File: src/rtl/rv_decode_unit.sv
// rv_decode_unit: RV32I/RV32E decode stage with integrated register file.
// One instruction per valid/ready handshake; bundle held under back-pressure.
module rv_decode_unit #(
  parameter int NREGS         = 32,
  parameter bit BYPASS        = 1'b1,
  parameter bit RESET_REGFILE = 1'b1
) (
  input  logic        clk,
  input  logic        rst,
  input  logic        in_valid,
  output logic        in_ready,
  input  logic [31:0] in_instr,
  input  logic [31:0] in_pc,
  input  logic        flush,
  output logic        out_valid,
  input  logic        out_ready,
  output logic [31:0] out_pc,
  output logic [31:0] out_rs1_data,
  output logic [31:0] out_rs2_data,
  output logic [4:0]  out_rs1,
  output logic [4:0]  out_rs2,
  output logic [4:0]  out_rd,
  output logic [2:0]  out_funct3,
  output logic [3:0]  out_alu_ctrl,
  output logic [31:0] out_imm,
  output logic        out_alu_src_imm,
  output logic        out_alu_src_pc,
  output logic        out_wr_en,
  output logic        out_mem_read,
  output logic        out_mem_write,
  output logic        out_branch,
  output logic        out_jump,
  output logic        out_illegal,
  input  logic        wb_wr_en,
  input  logic [4:0]  wb_wr_addr,
  input  logic [31:0] wb_wr_data
);

  localparam int AW = $clog2(NREGS);
  localparam logic [5:0] NR = 6'(NREGS);

  typedef struct packed {
    logic [31:0] pc;
    logic [31:0] rs1_data;
    logic [31:0] rs2_data;
    logic [31:0] imm;
    logic [4:0]  rs1;
    logic [4:0]  rs2;
    logic [4:0]  rd;
    logic [2:0]  funct3;
    logic [3:0]  alu_ctrl;
    logic        alu_src_imm;
    logic        alu_src_pc;
    logic        wr_en;
    logic        mem_read;
    logic        mem_write;
    logic        branch;
    logic        jump;
    logic        illegal;
  } dec_t;

  function automatic logic fits(input logic [4:0] a);
    return {1'b0, a} < NR;
  endfunction

  function automatic logic live(input logic [4:0] a);
    return (a != 5'd0) && fits(a);
  endfunction

  logic [31:0] rf [NREGS];
  dec_t        d;
  dec_t        q;
  logic        vld;

  logic [6:0]  op;
  logic [2:0]  f3;
  logic        is_op, is_opi, is_ld, is_jalr, is_st;
  logic        is_br, is_lui, is_auipc, is_jal;
  logic [31:0] imm_i, imm_s, imm_b, imm_u, imm_j;

  assign op       = in_instr[6:0];
  assign f3       = in_instr[14:12];
  assign is_op    = op == 7'b0110011;
  assign is_opi   = op == 7'b0010011;
  assign is_ld    = op == 7'b0000011;
  assign is_jalr  = op == 7'b1100111;
  assign is_st    = op == 7'b0100011;
  assign is_br    = op == 7'b1100011;
  assign is_lui   = op == 7'b0110111;
  assign is_auipc = op == 7'b0010111;
  assign is_jal   = op == 7'b1101111;

  assign imm_i = {{20{in_instr[31]}}, in_instr[31:20]};
  assign imm_s = {{20{in_instr[31]}}, in_instr[31:25], in_instr[11:7]};
  assign imm_b = {{19{in_instr[31]}}, in_instr[31], in_instr[7],
                  in_instr[30:25], in_instr[11:8], 1'b0};
  assign imm_u = {in_instr[31:12], 12'b0};
  assign imm_j = {{11{in_instr[31]}}, in_instr[31], in_instr[19:12],
                  in_instr[20], in_instr[30:21], 1'b0};

  logic        u1, u2, ud, known;
  logic        src_imm, src_pc, mrd, mwr, br, jmp;
  logic [31:0] imm;
  logic [3:0]  alu;

  always_comb begin
    u1      = 1'b0;
    u2      = 1'b0;
    ud      = 1'b0;
    known   = 1'b1;
    src_imm = 1'b0;
    src_pc  = 1'b0;
    mrd     = 1'b0;
    mwr     = 1'b0;
    br      = 1'b0;
    jmp     = 1'b0;
    imm     = '0;
    alu     = 4'b0000;
    unique case (1'b1)
      is_op: begin
        u1 = 1'b1; u2 = 1'b1; ud = 1'b1;
        alu = {in_instr[30], f3};
      end
      is_opi: begin
        u1 = 1'b1; ud = 1'b1; src_imm = 1'b1; imm = imm_i;
        alu = {(f3 == 3'b101) && in_instr[30], f3};
      end
      is_ld: begin
        u1 = 1'b1; ud = 1'b1; src_imm = 1'b1; imm = imm_i; mrd = 1'b1;
      end
      is_jalr: begin
        u1 = 1'b1; ud = 1'b1; src_imm = 1'b1; imm = imm_i; jmp = 1'b1;
      end
      is_st: begin
        u1 = 1'b1; u2 = 1'b1; src_imm = 1'b1; imm = imm_s; mwr = 1'b1;
      end
      is_br: begin
        u1 = 1'b1; u2 = 1'b1; imm = imm_b; br = 1'b1; alu = 4'b1000;
      end
      is_lui: begin
        ud = 1'b1; src_imm = 1'b1; imm = imm_u;
      end
      is_auipc: begin
        ud = 1'b1; src_imm = 1'b1; src_pc = 1'b1; imm = imm_u;
      end
      is_jal: begin
        ud = 1'b1; src_imm = 1'b1; src_pc = 1'b1; imm = imm_j; jmp = 1'b1;
      end
      default: known = 1'b0;
    endcase
  end

  // Unused operand slots read as x0 so hold updates never touch them.
  logic [4:0]  rs1_idx, rs2_idx, rd_idx;
  logic        ill;
  logic [31:0] rd1, rd2;

  assign rs1_idx = u1 ? in_instr[19:15] : 5'd0;
  assign rs2_idx = u2 ? in_instr[24:20] : 5'd0;
  assign rd_idx  = ud ? in_instr[11:7]  : 5'd0;
  assign ill     = !known || !fits(rs1_idx) || !fits(rs2_idx) || !fits(rd_idx);

  always_comb begin
    rd1 = '0;
    rd2 = '0;
    if (live(rs1_idx)) rd1 = rf[rs1_idx[AW-1:0]];
    if (live(rs2_idx)) rd2 = rf[rs2_idx[AW-1:0]];
    if (BYPASS && wb_wr_en && wb_wr_addr == rs1_idx && live(rs1_idx))
      rd1 = wb_wr_data;
    if (BYPASS && wb_wr_en && wb_wr_addr == rs2_idx && live(rs2_idx))
      rd2 = wb_wr_data;
  end

  always_comb begin
    d             = '0;
    d.pc          = in_pc;
    d.rs1_data    = rd1;
    d.rs2_data    = rd2;
    d.imm         = imm;
    d.rs1         = rs1_idx;
    d.rs2         = rs2_idx;
    d.funct3      = f3;
    d.alu_ctrl    = alu;
    d.alu_src_imm = src_imm;
    d.alu_src_pc  = src_pc;
    d.wr_en       = ud && !ill;
    d.rd          = (ud && !ill) ? rd_idx : 5'd0;
    d.mem_read    = mrd && !ill;
    d.mem_write   = mwr && !ill;
    d.branch      = br;
    d.jump        = jmp;
    d.illegal     = ill;
  end

  always_ff @(posedge clk) begin
    if (rst && RESET_REGFILE) begin
      for (int i = 0; i < NREGS; i++) rf[i] <= '0;
    end else if (wb_wr_en && live(wb_wr_addr)) begin
      rf[wb_wr_addr[AW-1:0]] <= wb_wr_data;
    end
  end

  assign in_ready = !vld || out_ready;

  always_ff @(posedge clk) begin
    if (rst) begin
      vld <= 1'b0;
      q   <= '0;
    end else if (flush) begin
      vld <= 1'b0;
    end else if (in_valid && in_ready) begin
      vld <= 1'b1;
      q   <= d;
    end else if (out_ready) begin
      vld <= 1'b0;
    end else if (vld && wb_wr_en) begin
      // Keep a stalled bundle's operands in step with retiring writes.
      if (live(q.rs1) && wb_wr_addr == q.rs1) q.rs1_data <= wb_wr_data;
      if (live(q.rs2) && wb_wr_addr == q.rs2) q.rs2_data <= wb_wr_data;
    end
  end

  assign out_valid       = vld;
  assign out_pc          = q.pc;
  assign out_rs1_data    = q.rs1_data;
  assign out_rs2_data    = q.rs2_data;
  assign out_rs1         = q.rs1;
  assign out_rs2         = q.rs2;
  assign out_rd          = q.rd;
  assign out_funct3      = q.funct3;
  assign out_alu_ctrl    = q.alu_ctrl;
  assign out_imm         = q.imm;
  assign out_alu_src_imm = q.alu_src_imm;
  assign out_alu_src_pc  = q.alu_src_pc;
  assign out_wr_en       = q.wr_en;
  assign out_mem_read    = q.mem_read;
  assign out_mem_write   = q.mem_write;
  assign out_branch      = q.branch;
  assign out_jump        = q.jump;
  assign out_illegal     = q.illegal;

endmodule

File: config.mk
export PLATFORM = sky130hd
export DESIGN_NAME = rv_decode_unit
export DESIGN_NICKNAME = d
export VERILOG_FILES = /design/src/rtl/rv_decode_unit.sv
export SDC_FILE = /design/constraint.sdc
export NUM_CORES = 2
export LEC_CHECK = 0
export ABC_CLOCK_PERIOD_IN_PS = 5160
export CELL_PAD_IN_SITES_DETAIL_PLACEMENT = 0
export CELL_PAD_IN_SITES_GLOBAL_PLACEMENT = 1
export CORE_MARGIN = 3
export CORE_UTILIZATION = 39
export DETAILED_ROUTE_END_ITERATION = 12
export GPL_TIMING_DRIVEN = 1
export PLACE_DENSITY_LB_ADDON = 0.25
export REMOVE_ABC_BUFFERS = 1
export SYNTH_ARGS = -nofsm -noshare
export SYNTH_HDL_FRONTEND = slang
export SYNTH_SLANG_ARGS = --single-unit
File: constraint.sdc
create_clock -name clk -period 5.16 [get_ports clk]
set_clock_uncertainty 0.15 [all_clocks]
set_input_delay 1.032 -clock clk [delete_from_list [all_inputs] [get_ports clk]]
set_output_delay 1.032 -clock clk [all_outputs]
set_load 0.05 [all_outputs]
==> results.md <==
- Status: finished with violations
- Failing checks: DRC, capacitance limit
- Syn avg cell area: 10.7 um^2
- CP startpoint kind: input pin
- First-pass GRT wire length: 406000 um
- Sequential element share of the synthesized area: 0.542
- Slowest Stage Delay on Critical Path: 730 ps
- # IOs: 267
- Vias in the first global route: 51700
- Placement row count: 146
- 1st-pass router iterations: 12
- WP data arrival: 4910 ps
- Crit end category: flip-flop
- Fillers: 14500
- Logic pwr share: 0.109
- CTS Buf Count: 138
- First DRT Iteration DRCs: 8634
- CP Data Required Time: 5650 ps
- Flop pwr share: 0.480
- Net Sw Frac: 0.269
- Initial antenna violation count: 35
- DR vias: 54400
- Maximum clock rate: 226 MHz
- Yosys Warn Count: 0
- Place WS: 209 ps
- PortBufs: 266
- Async SR Flop Fraction: 0
- Library cells used by synthesis: 88
- Slew HR: 0.0136
- Non-Filler Cell Area, Final: 74000 um^2
- Die Ht: 407 um
- Root Driver: clkbuf_16
- Initial core utilization: 0.394
- Slew Limit Fails: 0
- Largest net degree at the start of global routing: 120
- DR vias/cell: 6.63
- Clock slew seen by the registers of the worst setup and hold paths: 60 ps
- Measured slew at the worst slew-check pin: 1470 ps
- Global route overflow: 0
- Post-synth EDFFs: 1024
- Worst r2r path cells: 9
- Hold Buf Count CTS: 0
- Final HPWL DP: 183000 um
- Final WS setup: 738 ps
- Register cell area after layout: 33900 um^2
- IR drop worst, VDD: 0.353 mV
- Post-layout minimum cycle time: 4420 ps
- Final hold vios: 0
- RSZ-0062 raised after global routing: false
- Final wirelength: 297000 um
- Clock power share: 0.412
- Clock tree buffer depth: 3
- GRT Total Usage: 0.349
- FF+latch count, synth: 1183
- Multi-input logic area: 26900 um^2
- Pwr dens: 316 nW/um^2
- Chip Width: 407 um
- Nets: 6104
- CTS H-tree depth: 4
- Die area: 165000 um^2
- GP Congestion: 0.940
- Post-DP Area: 69600 um^2
- # setup viols final: 0
- Cells on Worst Hold Path: 2
- Final Cycle Share: 0.857
- Drt drc: 3
- # Post-CTS Setup Buffers: 0
- Synthesis-to-finish area growth: 18.3%
- CTS Sinks: 1183
- Syn Inst Count: 5846
- Worst R2R Setup Slack: 1770 ps
- Slowest-stage cell, CP: a311oi_1
- Drt wl/cell: 36.2 um
- Layout cells sized above 1: 0.117
- Placeable Area: 159000 um^2
- Internal Pwr Total: 0.0171 W
- Lkg Pwr: 25.3 nW
- Crit path cell chain: clkdlybuf4s50_1, and4bb_2, nand4_1, nor2_4, buf_12, a221oi_1, buf_4, a311oi_1, o22ai_1
- Routed Antenna Nets: 0
- CTS tree: done
- Post-synthesis cell area: 62600 um^2
- P_sw: 0.00629 W
- Clk_lat worst skew: 800 ps
- Max-cap violation count: 1
- Ys flop type: edfxtp_1
- Hold/Removal Path Class: reg -> reg
- Crit path kind: in -> reg
- Crit-path max FO: 36
- Cts repair resizes: 0
## layer usage
metal / global-route usage / vias to the layer above / routed length, um
li1: - / 22200 / -
met1: 0.456 / 26900 / 111000
met2: 0.510 / 4343 / 126000
met3: 0.111 / 903 / 40600
met4: 0.196 / 8 / 18800
met5: 0.00595 / - / 168
## flip-flops by register name, indices dropped and copies added, names as in the netlist, 4 cells and up
name,cells
rf,1024
out_rs2,5
out_rd,5
out_rs1,5
out_pc,32
out_alu_ctrl,4
out_imm,32
out_rs1_data,32
out_rs2_data,32
## path summary, 6_finish.rpt
check                            startpoint               end
worst max-delay path            in_instr[3]  out_rs2_data[19]
worst max register to register    out_valid   out_rs2_data[3]
worst min register to register   out_pc[28]        out_pc[28]
worst min-delay path             out_pc[28]        out_pc[28]
## layout make-up
| class | count | share of cell area |
|---|---|---|
| flip-flops and latches | 1183 | 0.458 |
| clock inverters | 53 | 0.00651 |
| well taps | 2072 | 0.0350 |
| clock buffers | 195 | 0.0520 |
| inverters | 21 | 0.00115 |
| repair buffers | 593 | 0.0827 |
| multi-input cells | 4060 | 0.364 |
| diodes | 20 | 0.000676 |
## power by group through the flow
stage	combinational (W)	sequential [W]	clock, W
6_report	0.00254	0.0112	0.00963
5_1_grt	0.00262	0.0113	0.0100
4_1_cts	0.00247	0.0112	0.00968
2_1_floorplan	0.000981	0.0115	0
3_3_place_gp	0.00245	0.0114	0
3_5_place_dp	0.00246	0.0114	0
## kinds of logic after synthesis
logic type                Yosys count  synth area share
AOI/OAI and AO/OA                1403             0.157
xor gates and xnor gates           12           0.00168
and+or+nand+nor                  2188             0.183
muxes                             425            0.0744
buffers and inverters             634            0.0416
DFF                              1183             0.542
other                               1         0.0000599
## critical path: cells and delay by family
kind	cells	cell delay [ps]
compound gates	3	1050
buf+inv	3	1110
simple gates	3	1660
## cell usage after synthesis (43+ instances only)
master	count	area, um^2
edfxtp_1	1024	30700
and2_1	847	5300
nand2_1	694	2610
clkbuf_1	434	1630
mux2i_1	356	3560
a21oi_1	333	1670
o21ai_0	183	916
nor3_1	174	871
a221oi_1	172	1510
dfxtp_1	159	3180
nand3_1	134	671
nor2_1	133	499
a22oi_1	116	871
buf_2	114	571
a211oi_1	96	721
a31oi_1	69	432
a32oi_1	58	508
nor2b_1	56	350
buf_1	45	169
o22ai_1	43	269
## per-stage QoR
step                std cells  TNS [ps]  utilization  hold WS [ps]  total power (W)
finish                   8197         0        0.466           302           0.0234
global route             8180         0        0.465           316           0.0239
CTS                      8177         0        0.465           303           0.0234
detailed placement       7929         0        0.438           295           0.0139
global placement         7929         0        0.438           292           0.0138
floorplan                5264   -973240            -           484           0.0125
## placed cells by master, fill, tap and decap left out, types with 21 or more instances in the layout
cell,netlist,routed
a31oi_1,69,69
mux2i_1,356,356
mux2_2,41,41
clkinv_1,2,21
clkbuf_16,0,140
o221ai_1,27,27
mux4_2,28,28
a21boi_0,23,22
buf_12,0,80
o21ai_4,0,33
o21ai_0,183,150
edfxtp_1,1024,1024
a32oi_1,58,58
dfxtp_1,159,159
nor2_2,0,29
a2bb2oi_1,21,21
nor2b_1,56,56
and2_1,847,846
a211oi_1,96,95
a222oi_1,30,30
a22oi_1,116,116
nor2_1,133,94
o211ai_1,42,42
nand3_1,134,129
a21oi_1,333,332
nand2_1,694,691
nor3_1,174,172
clkdlybuf4s50_1,0,261
and3_1,39,39
conb_1,1,32
clkbuf_1,434,41
nand4_1,26,26
a221oi_1,172,172
o22ai_1,43,43
buf_4,17,247
No activity file was read; power rests on OpenSTA's default activity.
